### src/rtl/raster_stream_gen_pkg.sv
// Shared widths and FSM encoding for the raster stream generator.
package raster_stream_gen_pkg;
  localparam int PIX_W   = 11;
  localparam int COORD_W = 8;

  typedef enum logic {
    IDLE = 1'b0,
    SCAN = 1'b1
  } state_t;
endpackage

### src/rtl/raster_counter.sv
// Raster-order fetch address counters (X fastest) with first-of-frame,
// first-of-line and last-pixel flags decoded from the current address.
module raster_counter
  import raster_stream_gen_pkg::*;
#(
  parameter int WIDTH  = 160,
  parameter int HEIGHT = 120
) (
  input  logic               Clk,
  input  logic               nReset,
  input  logic               advance,
  output logic [COORD_W-1:0] x,
  output logic [COORD_W-1:0] y,
  output logic               first_frame,
  output logic               first_line,
  output logic               last_pix
);
  localparam logic [COORD_W-1:0] X_LAST = COORD_W'(WIDTH - 1);
  localparam logic [COORD_W-1:0] Y_LAST = COORD_W'(HEIGHT - 1);

  logic x_end;
  logic y_end;

  assign x_end = (x == X_LAST);
  assign y_end = (y == Y_LAST);

  // Wrapping to (0,0) after the last pixel leaves the counter ready for the next frame.
  always_ff @(posedge Clk or negedge nReset) begin
    if (!nReset) begin
      x <= '0;
      y <= '0;
    end else if (advance) begin
      if (x_end) begin
        x <= '0;
        y <= y_end ? '0 : y + COORD_W'(1);
      end else begin
        x <= x + COORD_W'(1);
      end
    end
  end

  assign first_frame = (x == '0) && (y == '0);
  assign first_line  = (x == '0) && (y != '0);
  assign last_pix    = x_end && y_end;
endmodule

### src/rtl/raster_stream_gen.sv
// Raster pixel streamer: fetches a WIDTH x HEIGHT buffer in raster order and emits it 2 cycles later.
// Optional RASTER_TESTPAT_EN adds TestMode, replacing buffer data with {Y[2:0], X} and idling RdEn.
module raster_stream_gen
  import raster_stream_gen_pkg::*;
#(
  parameter int WIDTH  = 160,
  parameter int HEIGHT = 120
) (
  input  logic               Clk,
  input  logic               nReset,
  input  logic               Start,
  input  logic               Continuous,
`ifdef RASTER_TESTPAT_EN
  input  logic               TestMode,
`endif
  output logic               Busy,
  output logic               Done,
  output logic               RdEn,
  output logic [COORD_W-1:0] RdX,
  output logic [COORD_W-1:0] RdY,
  input  logic [PIX_W-1:0]   RdData,
  output logic [PIX_W-1:0]   Pixel,
  output logic               Frame,
  output logic               Line,
  output logic               PixValid
);
  state_t             state;
  state_t             state_nxt;
  logic               scan;
  logic [COORD_W-1:0] x;
  logic [COORD_W-1:0] y;
  logic               first_frame;
  logic               first_line;
  logic               last_pix;
  logic               v1;
  logic               f1;
  logic               l1;
  logic               d1;
  logic [PIX_W-1:0]   pix_src;

  raster_counter #(
    .WIDTH  (WIDTH),
    .HEIGHT (HEIGHT)
  ) u_counter (
    .Clk         (Clk),
    .nReset      (nReset),
    .advance     (scan),
    .x           (x),
    .y           (y),
    .first_frame (first_frame),
    .first_line  (first_line),
    .last_pix    (last_pix)
  );

  always_ff @(posedge Clk or negedge nReset) begin
    if (!nReset) state <= IDLE;
    else         state <= state_nxt;
  end

  // A new frame is only accepted once the previous one has fully drained.
  always_comb begin
    state_nxt = state;
    case (state)
      IDLE:    if (Start && !v1 && !PixValid) state_nxt = SCAN;
      SCAN:    if (last_pix && !Continuous)   state_nxt = IDLE;
      default: state_nxt = IDLE;
    endcase
  end

  assign scan = (state == SCAN);
  assign RdX  = x;
  assign RdY  = y;
  assign Busy = scan || v1 || PixValid;

`ifdef RASTER_TESTPAT_EN
  logic             m1;
  logic [PIX_W-1:0] tp1;

  always_ff @(posedge Clk or negedge nReset) begin
    if (!nReset) begin
      m1  <= 1'b0;
      tp1 <= '0;
    end else begin
      m1  <= scan && TestMode;
      tp1 <= {y[2:0], x};
    end
  end

  assign RdEn    = scan && !TestMode;
  assign pix_src = m1 ? tp1 : RdData;
`else
  assign RdEn    = scan;
  assign pix_src = RdData;
`endif

  // Stage 1 tracks the fetch in flight; stage 2 is the output register aligned with RdData.
  always_ff @(posedge Clk or negedge nReset) begin
    if (!nReset) begin
      v1       <= 1'b0;
      f1       <= 1'b0;
      l1       <= 1'b0;
      d1       <= 1'b0;
      PixValid <= 1'b0;
      Frame    <= 1'b0;
      Line     <= 1'b0;
      Done     <= 1'b0;
      Pixel    <= '0;
    end else begin
      v1       <= scan;
      f1       <= scan && first_frame;
      l1       <= scan && first_line;
      d1       <= scan && last_pix;
      PixValid <= v1;
      Frame    <= f1;
      Line     <= l1;
      Done     <= d1;
      Pixel    <= v1 ? pix_src : '0;
    end
  end
endmodule

### config.mk
export PLATFORM = sky130hd
export DESIGN_NAME = raster_stream_gen
export DESIGN_NICKNAME = d
export VERILOG_FILES = /design/src/rtl/raster_stream_gen_pkg.sv /design/src/rtl/raster_counter.sv /design/src/rtl/raster_stream_gen.sv
export SDC_FILE = /design/constraint.sdc
export NUM_CORES = 1
export LEC_CHECK = 0
export CORE_ASPECT_RATIO = 1.75
export CORE_MARGIN = 4
export CORE_UTILIZATION = 46
export CTS_CLUSTER_SIZE = 14
export DETAILED_ROUTE_END_ITERATION = 16
export PLACE_DENSITY_LB_ADDON = 0.12
export SLEW_MARGIN = 20
export SYNTH_ARGS = -nofsm -noshare
export SYNTH_HDL_FRONTEND = slang
export SYNTH_HIERARCHICAL = 1
export SYNTH_SLANG_ARGS = --single-unit
### constraint.sdc
create_clock -name Clk -period 2.15 [get_ports Clk]
set_input_delay 0.3225 -clock Clk [delete_from_list [all_inputs] [get_ports Clk]]
set_output_delay 0.3225 -clock Clk [all_outputs]
set_load 0.05 [all_outputs]
**Word level (Yosys, flattened, before mapping)**

Cells that the tools add are included.

- Reductions and logical operators: 18
- Bitwise operators: 1
- Mux-type cells: 6
- $add $sub $neg: 2
- Equality and inequality tests: 2

Operators by type and width:

| kind | number |
|---|---|
| $add A8 B1 Y8 const B | 2 |
| $logic_not A8 Y1 | 2 |
| $mux W8 | 2 |
| $mux W11 | 1 |
| $logic_and A1 B1 Y1 | 9 |
| $eq A8 B7 Y1 const B | 1 |
| $eq A8 B8 Y1 const B | 1 |
| $reduce_bool A8 Y1 | 1 |
| $logic_not A1 Y1 | 3 |
| $logic_or A1 B1 Y1 | 2 |
| $mux W1 | 2 |
| $pmux W1 S2 | 1 |
| $reduce_and A2 Y1 | 1 |
| $not A1 Y1 | 1 |

- Register bits: 36
- Input bits: 15
- Logic and storage cells: 41

**Depth between registers and ports, before layout**

- Depth after elaboration: 5
- Depth in mapped cells: 7

**Hierarchy**

The synthesis kept the hierarchy.

Modules (own cells, without submodules):

| module | instances | cells each | area each (µm²) |
|---|---|---|---|
| raster_counter | 1 | 93 | 923.4 |
| raster_stream_gen | 1 | 39 | 629.4 |

**Worst setup path after synthesis**

No wires, ideal clock.

- Path kind: reg-to-reg
- Start: register state, in the netlist RdEn
- End: register u_counter.y[6]
- Stages on the path, launching flop included: 7
- Arrival time: 1.952 ns
- Data required time: 2.002 ns
- Path slack: 0.050 ns
- Path buffers: 2
- Period minus slack after synthesis: 2.100 ns
- Cells stage by stage: dfrtp_1 -> buf_4 -> nand4_2 -> or4_4 -> buf_6 -> o21ai_0 -> o41ai_2

- Longest elaborated chain between the ends: 1

RTL lines:

| element | RTL line | source |
|---|---|---|
| start: declaration | raster_stream_gen.sv:27 | `state_t state;` |
| start signal: assignment | raster_stream_gen.sv:57 | `else state <= state_nxt;` |
| $reduce_and A2 Y1 (no line) | - |  |
| end signal: assignment | raster_counter.sv:35 | `y <= y_end ? '0 : y + COORD_W'(1);` |
| end: declaration | raster_counter.sv:13 | `output logic [COORD_W-1:0] y,` |

No other way between the ends.
A chain may end at the register's enable or synchronous reset.

**Worst setup path in the final report**

- Start: register u_counter.x[1]
- End: register u_counter.y[3]

- Longest elaborated chain between the ends: 2

RTL lines:

| element | RTL line | source |
|---|---|---|
| start: declaration | raster_counter.sv:12 | `output logic [COORD_W-1:0] x,` |
| start signal: assignment | raster_counter.sv:37 | `x <= x + COORD_W'(1);` |
| $eq A8 B8 Y1 | raster_counter.sv:24 | `assign x_end = (x == X_LAST);` |
| $reduce_and A2 Y1 (no line) | - |  |

No other way between the ends.

==> summary by stage <==
Setup path
The kind of end point of the critical path is a flop. Data on the critical path is required at its endpoint by 2330 ps. The library cell contributing the largest single delay on the critical path is sky130_fd_sc_hd__or4_4. The launch point of the critical path is u_counter/x[1]. In this design, the stage delay of the slowest critical-path cell is 590 ps. The internal reg-to-reg setup slack is 180 ps. The critical path goes through ha_1 -> nand2_1 -> or4_4 -> nor2_1 -> mux2_2. Along the worst path, the maximum fanout reaches 11. The nature of the critical path startpoint is a flop. The startpoint of the worst register-to-register path is u_counter/x[1]. The data arrival time of the critical path is 2150 ps. The critical path start-end classification is flop to flop.

STA
The final period utilization is 0.9184. The measured slew at the worst slew-check pin is 522.0 ps. The number of failing hold endpoints at the final stage is 0.

For the final routed database, the setup TNS stands at 0 ps. The setup violation total in the final timing report is 0. Measured against its own limit, the worst slew margin works out to 0.6509. The number of pins with negative max-slew slack in the final report was 0. Setup repair after global routing left no endpoint under its margin. The worst clock skew is 8.816 ps. The minimum clock period is 1975 ps. For this run, the top clock speed supported by timing is 506.4 MHz. The worst hold margin is 348.8 ps.

Synthesis
In the post-synthesis netlist, the biggest area contributors are sky130_fd_sc_hd__dfrtp_1, sky130_fd_sc_hd__and2_1, sky130_fd_sc_hd__xnor2_1. The average footprint of a synthesized cell is 11.76 um2. The netlist area before placement is 1553 um2.

The share of the Yosys chip area taken by registers is 0.5802. For this run, the number of Yosys warnings is 6. The share of synthesized area in the top cell type comes to 0.5802. The number of enable-type register cells in the synthesized netlist is 0. The fraction of registers with async set/reset is 1.000.

The biggest area contributor in the post-synthesis netlist is sky130_fd_sc_hd__dfrtp_1. By count the netlist is led by sky130_fd_sc_hd__dfrtp_1, sky130_fd_sc_hd__and2_1, sky130_fd_sc_hd__nand2_1. The number of distinct library cells after synthesis is 39. Synthesis produced a netlist whose cell count is 132. The most common cell in the synthesized netlist is sky130_fd_sc_hd__dfrtp_1. The post-synthesis sequential element count is 36. The dominant synthesized flop cell is sky130_fd_sc_hd__dfrtp_1. Synthesis produced a netlist with a net count of 151.

Power and ir drop
The peak supply drop is 0.0008656 V. Of the total power, combinational logic draws 0.380. In this run the power density over the cells is 1041 nW/um2. The part of the power in the clock network is 0.207. In this run the static leakage power is 0.9282 nW. The internal portion of the total power is 1.310 mW. The share of total power consumed by net switching is 0.4140. The analysis attributes to net switching a power of 0.9252 mW. The part of the total power dissipated in sequential elements is 0.413.

Hold path
The startpoint of the most critical hold path is f1. The worst min-delay path class is flop to flop.

Routing
Summed over all nets, wire length on met3 after detailed routing comes to 151 um. The iteration count of the initial detailed-routing pass is 4. For this block, wires on met1 add up to 1281 um. The via count is 1192.

For this block, the routed nets add up to 3484 um of wire. The number of DRC markers in iteration 0 is 22. The top routing layer in use is met4. After detailed routing, the number of remaining DRC violations is 0.

After detailed routing, the met2 layer carries 1983 um of wire. The number of nets with antenna violations after detailed routing is 0. The average wire per standard cell is 15.28 um. After detailed routing, the number of vias per cell comes to 5.228.

Clock tree
The number of clock buffers inserted by TritonCTS is 5. TritonCTS built the clock tree. The count of buffers added by post-CTS timing repair for setup is 0. The clock slew seen by the registers of the worst setup and hold paths is 70 ps.

Post-CTS repair changed the size of 0 cells. The worst-skew pair later-pin latency is 290 ps. CTS built an H-tree with a depth of 2.

The root cell of the clock tree is sky130_fd_sc_hd__clkbuf_8. After clock tree synthesis, the flow added hold-fix buffers numbering 0. In this run the deepest clock path goes through 2 buffers. The number of clock sinks seen by CTS is 36.

Die
The starting density of the core is 0.4838. The die is 51.92 um wide. The area of the die is 4406 um2.

In this run the standard cell core region covers 3209 um2. The die is 84.86 um tall. The placement row count is 27. The boundary pin count is 48.

Global route
The pin count of the biggest net entering global routing is 37. The via count of the first global-routing pass is 1255. In the global route stage, overall resource usage came out at 0.1758. The number of antenna violations at the first check in global routing was 0. The final global-route overflow total is 0. The first global-routing pass estimated 5651 um of wire.

Layout
The area growth from synthesis to layout is 38.28%. Of the cells placed in the final design, the portion with a size suffix greater than 1 is 0.1189. At the end of the flow, the number of nets in the layout was 203. The repair_antennas step left the layout with diodes totalling 0.

Place
The port buffer count is 47. The placer's final routability congestion estimate is 0.8398. The placed wire-length estimate after detailed placement is 2444 um.

Flow run
The total of max-cap violations is 0.

Outcome
The flow ran to the end, and the final reports show no timing, DRC or antenna violations.
state kept, by name (all words and copies together) (netlist names):
signal and count:
Done 1, u_counter/x 8, Line 1, Frame 1, PixValid 1, u_counter/y 8, l1 1, v1 1
Pixel 11, d1 1, RdEn 1, f1 1
final timing paths:
| check | end | cells past startpoint |
|---|---|---|
| worst max-delay path | u_counter/y[3] | 5 |
| worst min-delay path | Frame | 0 |
| worst max register to register | u_counter/y[3] | 5 |
| worst min register to register | Frame | 0 |
| max in group asynchronous | u_counter/x[1] | 2 |
| min in group asynchronous | u_counter/y[7] | 2 |
layer usage:
layer / vias up / global-route usage
li1: 560 / -
met1: 589 / 0.1757
met2: 37 / 0.3150
met3: 6 / 0.05272
met4: 0 / 0.08592
met5: - / 0
through the flow:
stage	util	instance area (um2)	setup WS (ps)	std cells	total power, mW
finish	0.6690	2147	175.4	228	2.235
global route	0.6690	2147	77.59	228	2.347
CTS	0.6690	2147	179.0	228	2.253
detailed placement	0.6417	2059	238.1	220	1.766
global placement	0.6417	2059	323.0	220	1.753
floorplan	-	1553	49.95	132	1.464
critical path: cells and delay by family (launching register included):
kind,cells,cell delay (ps)
muxes,1,340
DFF,1,410
adders and majority gates,1,280
and+or+nand+nor,3,850
logic make-up (layout without fill, tap and decap cells):
kind of cell | Yosys count | count (layout) | synth area share
flops | 36 | 36 | 0.5802
fa+ha+maj | 4 | 4 | 0.03223
xor+xnor | 6 | 6 | 0.03384
mux | 3 | 3 | 0.02095
simple gates | 59 | 59 | 0.2329
buf+inv | 10 | 63 | 0.03223
compound gates | 14 | 14 | 0.06769
layout make-up:
cell class                      count  area (um2)
Fill cell                         254        1062
Clock buffer                        5       68.82
Clock inverter                      3       18.77
Timing Repair Buffer               49       480.5
Inverter                            6       22.52
Tap cell                           43       53.80
Sequential cell                    36       900.9
Multi-Input combinational cell     86       601.8
placed cells by master, fill, tap and decap left out, types with 2 or more instances in the layout:
master	count
sky130_fd_sc_hd__a21oi_1	2
sky130_fd_sc_hd__and4_1	3
sky130_fd_sc_hd__o31ai_1	2
sky130_fd_sc_hd__nor3_1	2
sky130_fd_sc_hd__clkbuf_8	5
sky130_fd_sc_hd__buf_4	4
sky130_fd_sc_hd__o21ai_0	4
sky130_fd_sc_hd__clkinv_2	2
sky130_fd_sc_hd__clkdlybuf4s50_1	45
sky130_fd_sc_hd__nand2_1	9
sky130_fd_sc_hd__mux2_2	2
sky130_fd_sc_hd__inv_1	6
sky130_fd_sc_hd__ha_1	4
sky130_fd_sc_hd__and2_1	13
sky130_fd_sc_hd__nand3_1	5
sky130_fd_sc_hd__dfrtp_1	36
sky130_fd_sc_hd__nor2b_1	2
sky130_fd_sc_hd__nor4_1	3
sky130_fd_sc_hd__nand4_1	3
sky130_fd_sc_hd__xnor2_1	6
sky130_fd_sc_hd__nor2_1	8
power by group through the flow:
stage,Combinational (mW),Clock [mW],Sequential (mW)
2_1_floorplan,0.214,0,1.25
3_3_place_gp,0.832,0,0.921
3_5_place_dp,0.835,0,0.931
4_1_cts,0.849,0.481,0.923
5_1_grt,0.892,0.507,0.948
6_report,0.849,0.463,0.923
Power figures use the tool's default switching activity.
==> variant 1, RTL diff (same settings) <==
`COORD_W`: 8 -> 6.
--- a/src/rtl/raster_stream_gen_pkg.sv
+++ b/src/rtl/raster_stream_gen_pkg.sv
@@ -2,5 +2,5 @@
 package raster_stream_gen_pkg;
   localparam int PIX_W   = 11;
-  localparam int COORD_W = 8;
+  localparam int COORD_W = 6;
 
   typedef enum logic {
Interface: changed (resized RdX and RdY); port bits go from 48 to 44. No check against the original RTL was run, so the function may have changed too.
==> variant 1 against the original RTL <==
Area after synthesis fell by 15%. Utilization grew 3.3 points. Wire length is 15% lower. Global-route usage down 0.24 points. Final area fell by 11%. Power grew 8.1%. Setup slack improved by 0.029 ns. Sequential cell count shrank 4. Combinational power up 9.7%. Critical path type is now reg -> out. Largest cell class unchanged.
==> variant 1: results (changes against the original RTL) <==
[finish]
finish.net_count = 176  ; -13%
largestRegisters = Pixel x11, u_counter/x x6, u_counter/y x6
ff_latch_area_um2 = 801  ; -11%
fillers = 202  ; -20%
layout-drive-gt1-share_pct = 10.1  ; -1.8 points

[yosys]
synth_xor_area_share_pct = 2.65  ; -0.73 points
synthMuxAreaShare_pct = 0.852  ; -1.2 points
ys_seq_area_share_pct = 60.6  ; +2.6 points
synthTopCellsByArea = dfrtp_1 61%, and2_1 7.1%, ha_1 3.8%
syn_inst = 107  ; -19%
ys_types = 33  ; -15%
synth_common_cells = 32 x dfrtp_1, 15 x and2_1, 6 x nand2_1, 5 x inv_1, 4 x ha_1
syn_nets = 126  ; -17%
synth-adder-area-share_pct = 3.79  ; +0.56 points
synth_compound_area_share_pct = 6.82  ; +0.049 points

[placed_design]
port_buffers = 43  ; -8.5%
place_congestion = 0.778  ; -7.4%
hpwl_mm = 2.07  ; -15%
place_area_um2 = 1780  ; -13%
place_ws_ns = 0.511  ; +0.273 ns

[grt]
grt_start_max_net_pins = 33  ; -11%
grt_pass1_vias = 1098  ; -13%
grt_first_pass_wirelength_mm = 5.18  ; -8.4%
grt_util_all_layers_pct = 17.3  ; -0.24 points

[detailed_routing]
routed_wl_mm = 2.96  ; -15%
drt_iter0_drc = 16  ; -27%
vias = 997  ; -16%
wl_per_cell_um = 16.0  ; +4.6%

[setup_path]
worst-r2r-setup-slack_ns = 0.41  ; +0.23 ns
path_max_fanout = 6  ; -5
reg2regPathDepth = 4  ; -1
r2r_start = u_counter/x[0]
crit_family = buffers and inverters
slowest_delay_ns = 0.86  ; +0.27 ns

[timing]
min_period_ns = 1.95  ; -0.0290 ns
skew_ns = 0.00839  ; -0.000426 ns
maxSlewHeadroom_pct = 66.4  ; +1.3 points

[status]
status = finished clean

[pwr]
power_leakage_nw = 0.843  ; -9.1%
ir_drop_mv = 1.03  ; +20%

==> variant 1: cell types whose count changed after synthesis, sizes merged, moves of 3 or more <==
cell,before,now
xnor2,6,2
a22oi,0,3
dfrtp,36,32
nor2,8,3
nand2,9,6
nand3,5,1
==> variant 1: routing by layer <==
| layer | track usage (%) | part of all wire, % |
|---|---|---|
| met1 | 18.4 | 37 |
| met2 | 30.8 | 56 |
| met3 | 4.69 | 6.1 |
| met4 | 8.63 | 1.9 |
| met5 | 0 | 0 |
==> variant 1: how the worst max path moves through the flow <==
stage	from	end
5_1_grt	u_counter/x[3]	RdX[3]
6_report	u_counter/x[3]	RdX[3]
2_1_floorplan	u_counter/x[0]	u_counter/y[5]
4_1_cts	u_counter/x[3]	RdX[3]
3_5_place_dp	u_counter/x[2]	RdX[2]
3_3_place_gp	u_counter/x[2]	RdX[2]
==> variant 1: area by class of cell <==
cell class	count	area share (%)
sequential	32	41.9
multi-input combinational	68	25.6
timing repair buffer	45	23.1
clock buffer	7	5.05
tap	27	1.77
clock inverter	1	1.57
inverter	5	0.983
==> variant 1: cell families (layout without fill, tap and decap cells) <==
kind of cell	after synthesis	in the layout
buf+inv	7	58
fa+ha+maj	4	4
simple gates	46	46
xor+xnor	4	4
compound gates	13	13
flops	32	32
mux	1	1
==> variant 1: worst reg2reg max path, stage by stage, from the launching register on <==
cell	delay (ns)
dfrtp_1	0.41
ha_1	0.28
nand4_4	0.19
or4_1	0.55
a22oi_1	0.22
==> variant 1: report_power, final <==
part / internal, mW / switching (mW) / total, mW
clock network: 0.409 / 0.210 / 0.618
registers: 0.716 / 0.150 / 0.866
logic: 0.331 / 0.601 / 0.931
==> variant 2, RTL diff (same settings) <==
Without the edit above. Take the reset off `Pixel` and load it in a clocked block of its own.
--- a/src/rtl/raster_stream_gen.sv
+++ b/src/rtl/raster_stream_gen.sv
@@ -105,5 +105,4 @@
       Line     <= 1'b0;
       Done     <= 1'b0;
-      Pixel    <= '0;
     end else begin
       v1       <= scan;
@@ -115,6 +114,9 @@
       Line     <= l1;
       Done     <= d1;
-      Pixel    <= v1 ? pix_src : '0;
     end
+  end
+
+  always_ff @(posedge Clk) begin
+    Pixel <= v1 ? pix_src : '0;
   end
 endmodule
Formal check against the unedited RTL: differs if nReset is asserted again (counterexample within 4 cycles, from zero or initial values and one cycle with nReset low); with nReset held inactive, the same outputs for 10 cycles.
==> variant 2 against the original RTL <==
Clock skew down 0.0039 ns. Sequential power down 1%. Setup slack better by 0.020 ns. Area after synthesis down 3.5%. Count of clock-buffer cells in the layout unchanged. Final area down 1.5%. Sequential cell count unchanged. Power up 4.0%. Critical path depth down 4. Wire length down 11%. Critical endpoint is now RdX[5].
==> variant 2: results (changes against the original RTL) <==
[status]
status = finished clean

[setup_path]
path_max_fanout = 8  ; -3
slowest_delay_ns = 0.85  ; +0.26 ns
crit_family = buffers and inverters
critPathSlowestCell = clkdlybuf4s50_1
arrival_ns = 1.63  ; -0.52 ns

[yosys]
synthTopCellsByArea = dfrtp_1 42%, dfxtp_1 15%, and2_1 5.4%
ys_types = 40  ; +2.6%
synthMuxAreaShare_pct = 2.17  ; +0.077 points
synth_compound_area_share_pct = 7.02  ; +0.25 points
synth-warning-count = 6  ; unchanged
ys_seq_area_share_pct = 56.5  ; -1.5 points
syn_nets = 151  ; unchanged
async_reset_ff_share_pct = 69.4  ; -31 points
synth_common_cells = 25 x dfrtp_1, 13 x and2_1, 11 x dfxtp_1, 9 x nand2_1, 8 x nor2_1
synth_xor_area_share_pct = 3.51  ; +0.12 points
synth-adder-area-share_pct = 3.34  ; +0.12 points

[grt]
grt_util_all_layers_pct = 16.3  ; -1.3 points
grt_start_max_net_pins = 26  ; -30%
grt_first_pass_wirelength_mm = 5.18  ; -8.3%

[detailed_routing]
drt_iter0_drc = 18  ; -18%
vias = 1145  ; -3.9%
via_per_inst = 5.02  ; -3.9%
routed_wl_mm = 3.09  ; -11%

[pwr]
ir_drop_mv = 0.777  ; -10%
power_leakage_nw = 0.892  ; -3.9%

[clock_network]
clock_latency_ns = 0.29  ; about the same
clockRootBuffer = clkbuf_8

[placed_design]
hpwl_mm = 2.32  ; -5.2%
place_congestion = 0.788  ; -6.2%

[finish]
layout-drive-gt1-share_pct = 11.9  ; unchanged

[timing]
skew_ns = 0.00496  ; -0.00385 ns
maxSlewHeadroom_pct = 65.4  ; +0.35 points

[worst_hold_path]
hold_path.class = reg -> reg

-- variant 2: cell count changes in the layout (fill, tap and decap cells not counted), sizes merged --
cell / unedited run / this run
dfrtp: 36 / 25
dfxtp: 0 / 11
clkinv: 3 / 1
bufinv: 0 / 1
clkinvlp: 0 / 1
-- variant 2: layout make-up --
type	count	area [µm²]
fill	258	1030
sequential	36	846
multi-input combinational	86	602
timing repair buffer	49	480
clock buffer	5	68.8
tap	43	53.8
clock inverter	3	42.5
inverter	6	22.5
-- variant 2: per-stage QoR --
step / worst slack [ns] / cell area (µm²)
5_1_grt: 0.116 / 2120
6_report: 0.195 / 2120
2_1_floorplan: 0.0499 / 1500
3_5_place_dp: 0.245 / 2000
3_3_place_gp: 0.302 / 2000
4_1_cts: 0.182 / 2120
-- variant 2: path summary, 6_finish.rpt --
path,from,endpoint,slack (ns),depth (start not counted)
setup / recovery,u_counter/x[5],RdX[5],0.20,1
hold / removal,l1,Line,0.35,0
setup reg to reg,u_counter/x[1],u_counter/y[3],0.25,5
hold reg to reg,l1,Line,0.35,0
max in group asynchronous,nReset,u_counter/x[0],1.51,2
min in group asynchronous,nReset,Frame,0.39,2
-- variant 2: where the power goes --
part | switching (mW) | internal (mW)
clock | 0.236 | 0.343
sequential | 0.136 | 0.778
combinational | 0.528 | 0.304
-- variant 2: per-layer routing --
| layer | track usage, % | routed length [µm] |
|---|---|---|
| met3 | 7.87 | 296 |
| met5 | 0 | 0 |
| met2 | 27.3 | 1600 |
| met1 | 16.2 | 1120 |
| met4 | 8.09 | 62 |
